### config.mk
export PLATFORM = sky130hd
export DESIGN_NAME = mac_stage_3
export DESIGN_NICKNAME = d
export VERILOG_FILES = /design/src/rtl/mlp_pkg.sv /design/src/rtl/sat_narrow.sv /design/src/rtl/mac_stage_3.sv
export SDC_FILE = /design/constraint.sdc
export NUM_CORES = 1
export LEC_CHECK = 0
export ABC_AREA = 1
export CAP_MARGIN = 20
export CORE_ASPECT_RATIO = 2
export CORE_MARGIN = 4
export CORE_UTILIZATION = 45
export CTS_BUF_LIST = sky130_fd_sc_hd__clkbuf_2 sky130_fd_sc_hd__clkbuf_4 sky130_fd_sc_hd__clkbuf_8
export CTS_CLUSTER_DIAMETER = 80
export DETAILED_ROUTE_END_ITERATION = 10
export PLACE_DENSITY_LB_ADDON = 0.25
export SLEW_MARGIN = 20
export SYNTH_ARGS = -nofsm -noshare
export SYNTH_HDL_FRONTEND = slang
export SYNTH_SLANG_ARGS = --single-unit
export TNS_END_PERCENT = 100
### constraint.sdc
create_clock -name clk -period 9.4 [get_ports clk]
set_input_delay 1.88 -clock clk [delete_from_list [all_inputs] [get_ports clk]]
set_output_delay 1.88 -clock clk [all_outputs]
set_load 0.005 [all_outputs]
### src/rtl/mlp_pkg.sv
// Shared widths, fixed-point formats and FSM state type for the MLP datapath.
package mlp_pkg;

  localparam int NEURON_W    = 16;  // Q8.8 activation
  localparam int WEIGHT_W    = 8;   // Q1.7 weight
  localparam int ADDR_W      = 12;
  localparam int NEURON_FRAC = 8;
  localparam int WEIGHT_FRAC = 7;

  // Product of Q8.8 and Q1.7 is Q9.15.
  localparam int PROD_W = NEURON_W + WEIGHT_W;

  // Going from Q.15 back to Q.8 drops WEIGHT_FRAC fractional bits.
  localparam int NARROW_SHIFT = NEURON_FRAC + WEIGHT_FRAC - NEURON_FRAC;

  typedef enum logic [1:0] {
    IDLE,
    ACTIVE,
    DRAIN,
    DONE
  } state_t;

endpackage

### src/rtl/sat_narrow.sv
// Narrows an accumulator value to a Q8.8 activation: arithmetic shift,
// signed saturation to 16 bits, then optional ReLU.
module sat_narrow
  import mlp_pkg::*;
#(
  parameter int ACC_W   = 32,
  parameter int RELU_EN = 1
) (
  input  logic signed [ACC_W-1:0]    i_value,
  output logic        [NEURON_W-1:0] o_data,
  output logic                       o_sat
);

  logic signed [ACC_W-1:0] w_shifted;
  logic                    w_fits;

  // Arithmetic shift truncates toward negative infinity.
  assign w_shifted = i_value >>> NARROW_SHIFT;

  // Value fits in NEURON_W signed bits when all bits above the sign bit match it.
  assign w_fits = (&w_shifted[ACC_W-1:NEURON_W-1]) | ~(|w_shifted[ACC_W-1:NEURON_W-1]);

  // Saturate on overflow, then clamp negatives when ReLU is enabled.
  always_comb begin
    o_data = w_shifted[NEURON_W-1:0];
    o_sat  = 1'b0;
    if (!w_fits) begin
      o_sat  = 1'b1;
      o_data = w_shifted[ACC_W-1] ? {1'b1, {(NEURON_W-1){1'b0}}}
                                  : {1'b0, {(NEURON_W-1){1'b1}}};
    end
    if (RELU_EN != 0 && o_data[NEURON_W-1]) begin
      o_data = '0;
    end
  end

endmodule

### src/rtl/mac_stage_3.sv
// Stage 3 of the MLP pipeline: multiply-accumulate of activation x weight,
// writeback of narrowed neuron results and layer-completion tracking.
module mac_stage_3
  import mlp_pkg::*;
#(
  parameter int RELU_EN = 1,
  parameter int ACC_W   = 32
) (
  input  logic                       clk,
  input  logic                       reset,
  input  logic                       run,
  input  logic                       done_3,
  input  logic signed [NEURON_W-1:0] neuron_val_3,
  input  logic signed [WEIGHT_W-1:0] weight_val_3,
  input  logic                       reset_mult_acc_3,
  input  logic        [ADDR_W-1:0]   out_neuron_addr_3,
  input  logic                       write_neuron_3,
  output logic                       wr_en,
  output logic        [ADDR_W-1:0]   wr_addr,
  output logic        [NEURON_W-1:0] wr_data,
  output logic                       layer_done,
  output logic                       sat_flag
);

  localparam logic signed [ACC_W-1:0] ACC_MAX = {1'b0, {(ACC_W-1){1'b1}}};
  localparam logic signed [ACC_W-1:0] ACC_MIN = {1'b1, {(ACC_W-1){1'b0}}};

  state_t r_state;
  state_t w_state_next;

  logic signed [ACC_W-1:0]  r_acc;
  logic                     r_wr_en;
  logic        [ADDR_W-1:0] r_wr_addr;
  logic      [NEURON_W-1:0] r_wr_data;
  logic                     r_sat_flag;

  logic signed [PROD_W-1:0] w_product;
  logic signed [ACC_W-1:0]  w_prod_ext;
  logic signed [ACC_W:0]    w_sum;
  logic                     w_sum_ovf;
  logic signed [ACC_W-1:0]  w_next_acc;
  logic                     w_acc_clamp;
  logic      [NEURON_W-1:0] w_narrow_data;
  logic                     w_narrow_sat;

  assign w_product  = PROD_W'(neuron_val_3) * PROD_W'(weight_val_3);
  assign w_prod_ext = ACC_W'(w_product);

  // One guard bit exposes overflow of the signed sum.
  assign w_sum     = (ACC_W+1)'(r_acc) + (ACC_W+1)'(w_prod_ext);
  assign w_sum_ovf = w_sum[ACC_W] ^ w_sum[ACC_W-1];

  // Next accumulator value: restart on a new neuron, else saturating add.
  always_comb begin
    w_acc_clamp = 1'b0;
    w_next_acc  = w_sum[ACC_W-1:0];
    if (reset_mult_acc_3) begin
      w_next_acc = w_prod_ext;
    end else if (w_sum_ovf) begin
      w_acc_clamp = 1'b1;
      w_next_acc  = w_sum[ACC_W] ? ACC_MIN : ACC_MAX;
    end
  end

  // Narrowing works on this cycle's next-acc so a single-term neuron
  // (restart and write together) writes its own product.
  sat_narrow #(
    .ACC_W  (ACC_W),
    .RELU_EN(RELU_EN)
  ) u_sat_narrow (
    .i_value(w_next_acc),
    .o_data (w_narrow_data),
    .o_sat  (w_narrow_sat)
  );

  // Layer FSM state register.
  always_ff @(posedge clk) begin
    if (reset) begin
      r_state <= IDLE;
    end else begin
      r_state <= w_state_next;
    end
  end

  // Layer FSM next state; dropping run returns to IDLE from anywhere.
  always_comb begin
    w_state_next = r_state;
    if (!run) begin
      w_state_next = IDLE;
    end else begin
      case (r_state)
        IDLE:    w_state_next = ACTIVE;
        ACTIVE:  if (done_3) w_state_next = DRAIN;
        DRAIN:   w_state_next = DONE;
        DONE:    w_state_next = DONE;
        default: w_state_next = IDLE;
      endcase
    end
  end

  // Accumulator, writeback registers and sticky saturation flag.
  always_ff @(posedge clk) begin
    if (reset) begin
      r_acc      <= '0;
      r_wr_en    <= 1'b0;
      r_wr_addr  <= '0;
      r_wr_data  <= '0;
      r_sat_flag <= 1'b0;
    end else if (!run) begin
      r_acc      <= '0;
      r_wr_en    <= 1'b0;
      r_sat_flag <= 1'b0;
    end else begin
      r_acc   <= w_next_acc;
      r_wr_en <= write_neuron_3;
      if (write_neuron_3) begin
        r_wr_addr <= out_neuron_addr_3;
        r_wr_data <= w_narrow_data;
      end
      r_sat_flag <= r_sat_flag | w_acc_clamp | (write_neuron_3 & w_narrow_sat);
    end
  end

  assign wr_en      = r_wr_en;
  assign wr_addr    = r_wr_addr;
  assign wr_data    = r_wr_data;
  assign sat_flag   = r_sat_flag;
  assign layer_done = (r_state == DONE);

endmodule

-- After elaboration in Yosys (flattened, before gate mapping)
Cells that the tools add are included.
- add/sub/neg operators: 1
- reduce and logical (&&, ||, !) cells: 6
- multiply operators: 1
- muxes and demuxes: 11
- bitwise gates (word level): 7
- eq/ne operators: 4
- operators with widths (operator ; count):
    $mux W32 ; 3
    $add A32 B24 Y33 ; 1
    $mux W16 ; 2
    $mul A16 B8 Y24 ; 1
    $mux W15 ; 1
    $reduce_and A10 Y1 ; 1
    $reduce_or A10 Y1 ; 1
    $pmux W2 S3 ; 1
    $eq A2 B2 Y1 const B ; 2
    $reduce_or A2 Y1 ; 2
    $mux W1 ; 3
    $or A1 B1 Y1 ; 3
    $eq A2 B1 Y1 const B ; 1
    $logic_not A2 Y1 ; 1
    $mux W2 ; 1
    $ne A2 B2 Y1 const B ; 1
    $not A1 Y1 ; 2
    $reduce_and A2 Y1 ; 1
    $and A1 B1 Y1 ; 1
    $xor A1 B1 Y1 ; 1
- bits of input ports: 42
- word-level logic and storage cells: 36
- register bits: 64
- output and inout bits: 31

-- Longest topological paths before layout
- depth after elaboration: 11
- depth in mapped cells: 48
- depth with buffers taken out: 45

-- By module
A second synthesis with hierarchy kept.
- cell total of the unflattened synthesis: 1573
- area, all modules: 10167.3 µm²
- modules (own cells, without submodules) (module ; instances ; seq. area each (µm²) ; cells an instance ; area an instance (µm²)):
    mac_stage_3 ; 1 ; 1281.2 ; 1516 ; 9864.5
    sat_narrow ; 1 ; 0.0 ; 57 ; 302.8

-- Least setup slack after synthesis
Ideal clock, no wire load.
- kind: in2reg
- from: in weight_val_3[2]
- to: reg r_wr_data[10], in the netlist wr_data[10]
- arrival time: 8133 ps
- buffers on the path: 4
- cell stages on the path: 41
- required time: 9260 ps
- slack: 1127 ps
- cell sequence: clkbuf_1 -> clkbuf_1 -> nand2_1 -> fa_1 -> inv_1 -> fa_1 -> inv_1 -> fa_1 -> fa_1 -> inv_1 -> ha_1 -> inv_1 -> nor3_1 -> and2_1 -> nand2_1 -> nor2_1 -> nor2_1 -> nand2_1 -> [5 not listed] -> a21oi_2 -> nand2_1 -> a21oi_2 -> nand2_2 -> nand2_1 -> nand2_2 -> nand2_4 -> buf_6 -> nand3_2 -> nand3_2 -> nand2_1 -> nor2_2 -> nand3_2 -> nand2_4 -> buf_12 -> nand2_2 -> nand2_2 -> a21oi_2
- longest elaborated chain between the ends: 10
- elaborated cells on any way between the ends: 13
- classes of those cells: add/sub: 1; mul: 1; mux: 6; bitwise: 3; reduce/logical: 2
- RTL lines (item ; line ; RTL):
    start: declaration ; mac_stage_3.sv:14 ; input logic signed [WEIGHT_W-1:0] weight_val_3,
    $mul A16 B8 Y24 * ; mac_stage_3.sv:46 ; assign w_product = PROD_W'(neuron_val_3) * PROD_W'(weight_val_3);
    $add A32 B24 Y33 ; mac_stage_3.sv:50 ; assign w_sum = (ACC_W+1)'(r_acc) + (ACC_W+1)'(w_prod_ext);
    $mux W32 or $xor A1 B1 Y1 (tied branches) ; mac_stage_3.sv:61, mac_stage_3.sv:51 ;
    $mux W32 ; mac_stage_3.sv:59 ; end else if (w_sum_ovf) begin
    $mux W32 * ; mac_stage_3.sv:57 ; if (reset_mult_acc_3) begin
    $reduce_or A10 Y1 ; sat_narrow.sv:21 ; assign w_fits = (&w_shifted[ACC_W-1:NEURON_W-1]) | ~(|w_shifted[ACC_W-1:NEURON_W-1]);
    $not A1 Y1 ; sat_narrow.sv:21 ;
    $or A1 B1 Y1 ; sat_narrow.sv:21 ;
    $mux W16 * ; sat_narrow.sv:27 ; if (!w_fits) begin
    $mux W15 * ; sat_narrow.sv:32 ; if (RELU_EN != 0 && o_data[NEURON_W-1]) begin
    end signal: assignment ; mac_stage_3.sv:118 ; r_wr_data <= w_narrow_data;
    end: declaration ; mac_stage_3.sv:34 ; logic [NEURON_W-1:0] r_wr_data;
Mark *: on every way between the ends. The rest lies on a longest branch, timed or not.
A chain may end at the register's enable or synchronous reset.

-- Worst setup path after layout
- from: in weight_val_3[4]
- to: reg r_wr_data[13], in the netlist wr_data[13]
Same word-level chain as after synthesis.

==> results.py <==
metrics = {
    "run_status": {
        "outcome": "completed",
    },
    "grt": {
        "grt_max_degree": 31,
        "grt_pass1_vias": 9507,
        "antenna_found_initial": 0,
        "overflow": 0,
        "grt.total_usage": 0.232,
        "grt_first_pass_wirelength_mm": 44.7,
    },
    "cts": {
        "clk_latency_ps": 370,
        "clkTransAtPathRegs_ps": 70,
        "cts_tree": "built",
        "root_buffer": "clkbuf_8",
        "cts_buffers": 9,
        "clk_path_buf_depth": 2,
        "hold_buffers": 0,
        "h-tree-depth": 3,
        "cts.sinks": 63,
    },
    "drt": {
        "vias": 9061,
        "top_layer": "met4",
        "routed-wl-met2_mm": 15.6,
        "drc": 0,
        "dr.pass1.iters": 8,
        "wl_per_cell_microns": 15.5,
        "dr.first_iter.drc_count": 441,
        "wl_met3_microns": 670,
        "vias_per_cell": 5.04,
        "drt-met1-wl_mm": 8.81,
        "routed_wl_mm": 27.8,
        "ant_nets": 0,
    },
    "timing": {
        "slew_violations": 0,
        "min_period_over_period": 0.961,
        "fin_skew_ps": 13.1,
        "fin_ws_ps": 367,
        "finalCriticalPeriod_ps": 9030,
        "hold_viol": 0,
        "slew_headroom": 0.403,
        "tightest_slew_ps": 893,
        "setup_viol": 0,
        "fmax_mhz": 111,
    },
    "hold_path": {
        "hold_path_class": "reg -> reg",
    },
    "floorplan": {
        "pin_count": 73,
        "die_area_sq_um": 24000,
        "die_h_microns": 215,
        "fp.coreArea_sq_um": 21100,
        "start_util": 0.458,
        "num_rows": 75,
        "die_w_microns": 112,
    },
    "critical_path": {
        "path_common_cell": "nand2_1",
        "required_ps": 9620,
        "worstPathArrival_ps": 9250,
        "crit_fanout": 13,
        "critPathMaxStageDelay_ps": 650,
        "criticalPathCategory": "in -> reg",
        "slowest_stage": "clkdlybuf4s50_1",
        "rrSetupSlack_ps": 6080,
        "end_kind": "flip-flop",
        "worstSetupStartpointType": "input pin",
    },
    "synth": {
        "yosysUniqueCellTypes": 42,
        "synth-compound-area-share": 0.0918,
        "synth_edf_count": 0,
        "synth_seq_area_share": 0.130,
        "synth_fa_ha_area_frac": 0.316,
        "synthesis.area_sq_um": 9670,
        "synth_top_family_by_area": "adder cells",
        "syn-instance-count": 1436,
        "ys_warn_count": 0,
        "ys_seq_elements": 63,
        "synthXorXnorAreaFrac": 0.0390,
        "synthMuxAreaShare": 0,
        "synth.avg_cell_area_sq_um": 6.73,
        "synth_flop_cell": "dfxtp_1",
        "synth_fp_nets": 1660,
        "synthSimpleGateAreaFrac": 0.274,
        "async_flop_share": 0,
    },
    "placement": {
        "dpl.hpwl_mm": 23.7,
        "pre_cts_ws_ps": 33.0,
        "port-buffer-count": 71,
        "gp_congestion": 1.00,
    },
    "final_layout": {
        "fill_cells": 2102,
        "diodes": 0,
        "fin_nets": 1749,
        "area_growth_pct": 16.5,
        "drive_gt1_frac": 0.107,
        "finish.utilization": 0.534,
    },
    "flow_run": {
        "cap_violations": 0,
    },
}
==> worst max-delay path, delay by kind of cell <==
family,cells,cell delay (ps)
fa+ha+maj,6,2720
simple gates,21,2510
buf+inv,11,1720
compound gates,3,420
==> per-stage QoR <==
stage,hold slack [ps],area [sq um],std cells,TNS [ps]
3_3_place_gp,457,10900,1779,0
2_1_floorplan,446,9670,1436,0
6_report,471,11300,1799,0
3_5_place_dp,463,10900,1779,0
5_1_grt,498,11300,1799,-11.7
4_1_cts,476,11100,1795,0
==> worst paths after layout <==
| check | to | start | cells past startpoint |
|---|---|---|---|
| worst min-delay path | wr_data[13]$_SDFFE_PP0P_ | wr_data[13]$_SDFFE_PP0P_ | 2 |
| worst max register to register | wr_data[13]$_SDFFE_PP0P_ | r_acc[0]$_SDFF_PP0_ | 22 |
| worst max-delay path | wr_data[13]$_SDFFE_PP0P_ | weight_val_3[4] | 41 |
| worst min register to register | wr_data[13]$_SDFFE_PP0P_ | wr_data[13]$_SDFFE_PP0P_ | 2 |
==> synthesized netlist by cell type (17+ instances only) <==
cell type	number	area share
a21oi_1	89	0.046
clkbuf_1	43	0.017
dfxtp_1	63	0.13
fa_1	104	0.22
ha_1	78	0.10
inv_1	315	0.12
nand2_1	385	0.15
nand2_2	35	0.023
nand3_1	47	0.024
nor2_1	105	0.041
o21ai_0	33	0.017
xnor2_1	26	0.024
xor2_1	17	0.015
==> cell type report <==
| class | count | area [sq um] | area share |
|---|---|---|---|
| Multi-Input combinational cell | 1001 | 7070 | 0.628 |
| Clock buffer | 10 | 131 | 0.0117 |
| Timing Repair Buffer | 127 | 1180 | 0.105 |
| Clock inverter | 6 | 61.3 | 0.00544 |
| Sequential cell | 63 | 1260 | 0.112 |
| Tap cell | 269 | 337 | 0.0299 |
| Inverter | 323 | 1220 | 0.108 |
==> placed cells by master, fill, tap and decap left out, types with 4 or more instances in the layout <==
cell / n
a21o_1: 6
a21oi_1: 89
a21oi_2: 13
buf_12: 4
buf_4: 51
clkbuf_8: 9
clkdlybuf4s50_1: 71
dfxtp_1: 63
fa_1: 104
ha_1: 74
inv_1: 313
inv_2: 7
nand2_1: 384
nand2_2: 36
nand2_4: 5
nand3_1: 47
nand4_1: 6
nor2_1: 102
nor2_2: 8
nor3_1: 6
o21ai_0: 33
o21bai_1: 8
xnor2_1: 26
xor2_1: 17
==> kinds of logic (layout without fill, tap and decap cells) <==
family / after synthesis / count (layout)
buffers and inverters: 373 / 466
AND/OR/NAND/NOR: 617 / 618
other: 1 / 1
adder cells (fa/ha/maj): 182 / 182
AO/OA/AOI/OAI: 157 / 157
flip-flops: 63 / 63
XOR/XNOR: 43 / 43
==> sequential cells by signal, summed over array words and instances, names as in the netlist <==
register / count
r_state: 2
wr_data: 15
r_acc: 32
wr_addr: 12
wr_en: 1
sat_flag: 1
==> metal layers <==
metal | global-route usage | vias to the layer above
met2 | 0.459 | 209
met1 | 0.202 | 4244
met3 | 0.0186 | 130
li1 | - | 4478
met4 | 0.196 | 0
met5 | 0 | -
==> repair_timing <==
action	4_1_cts	5_1_grt
setup buffers	0	3
setup endpoints to repair	0	14
gates resized for setup	0	16
Power is left out: the tool's default activity adds up to more than one toggle a clock period on the data nets, which glitch-free logic cannot reach.
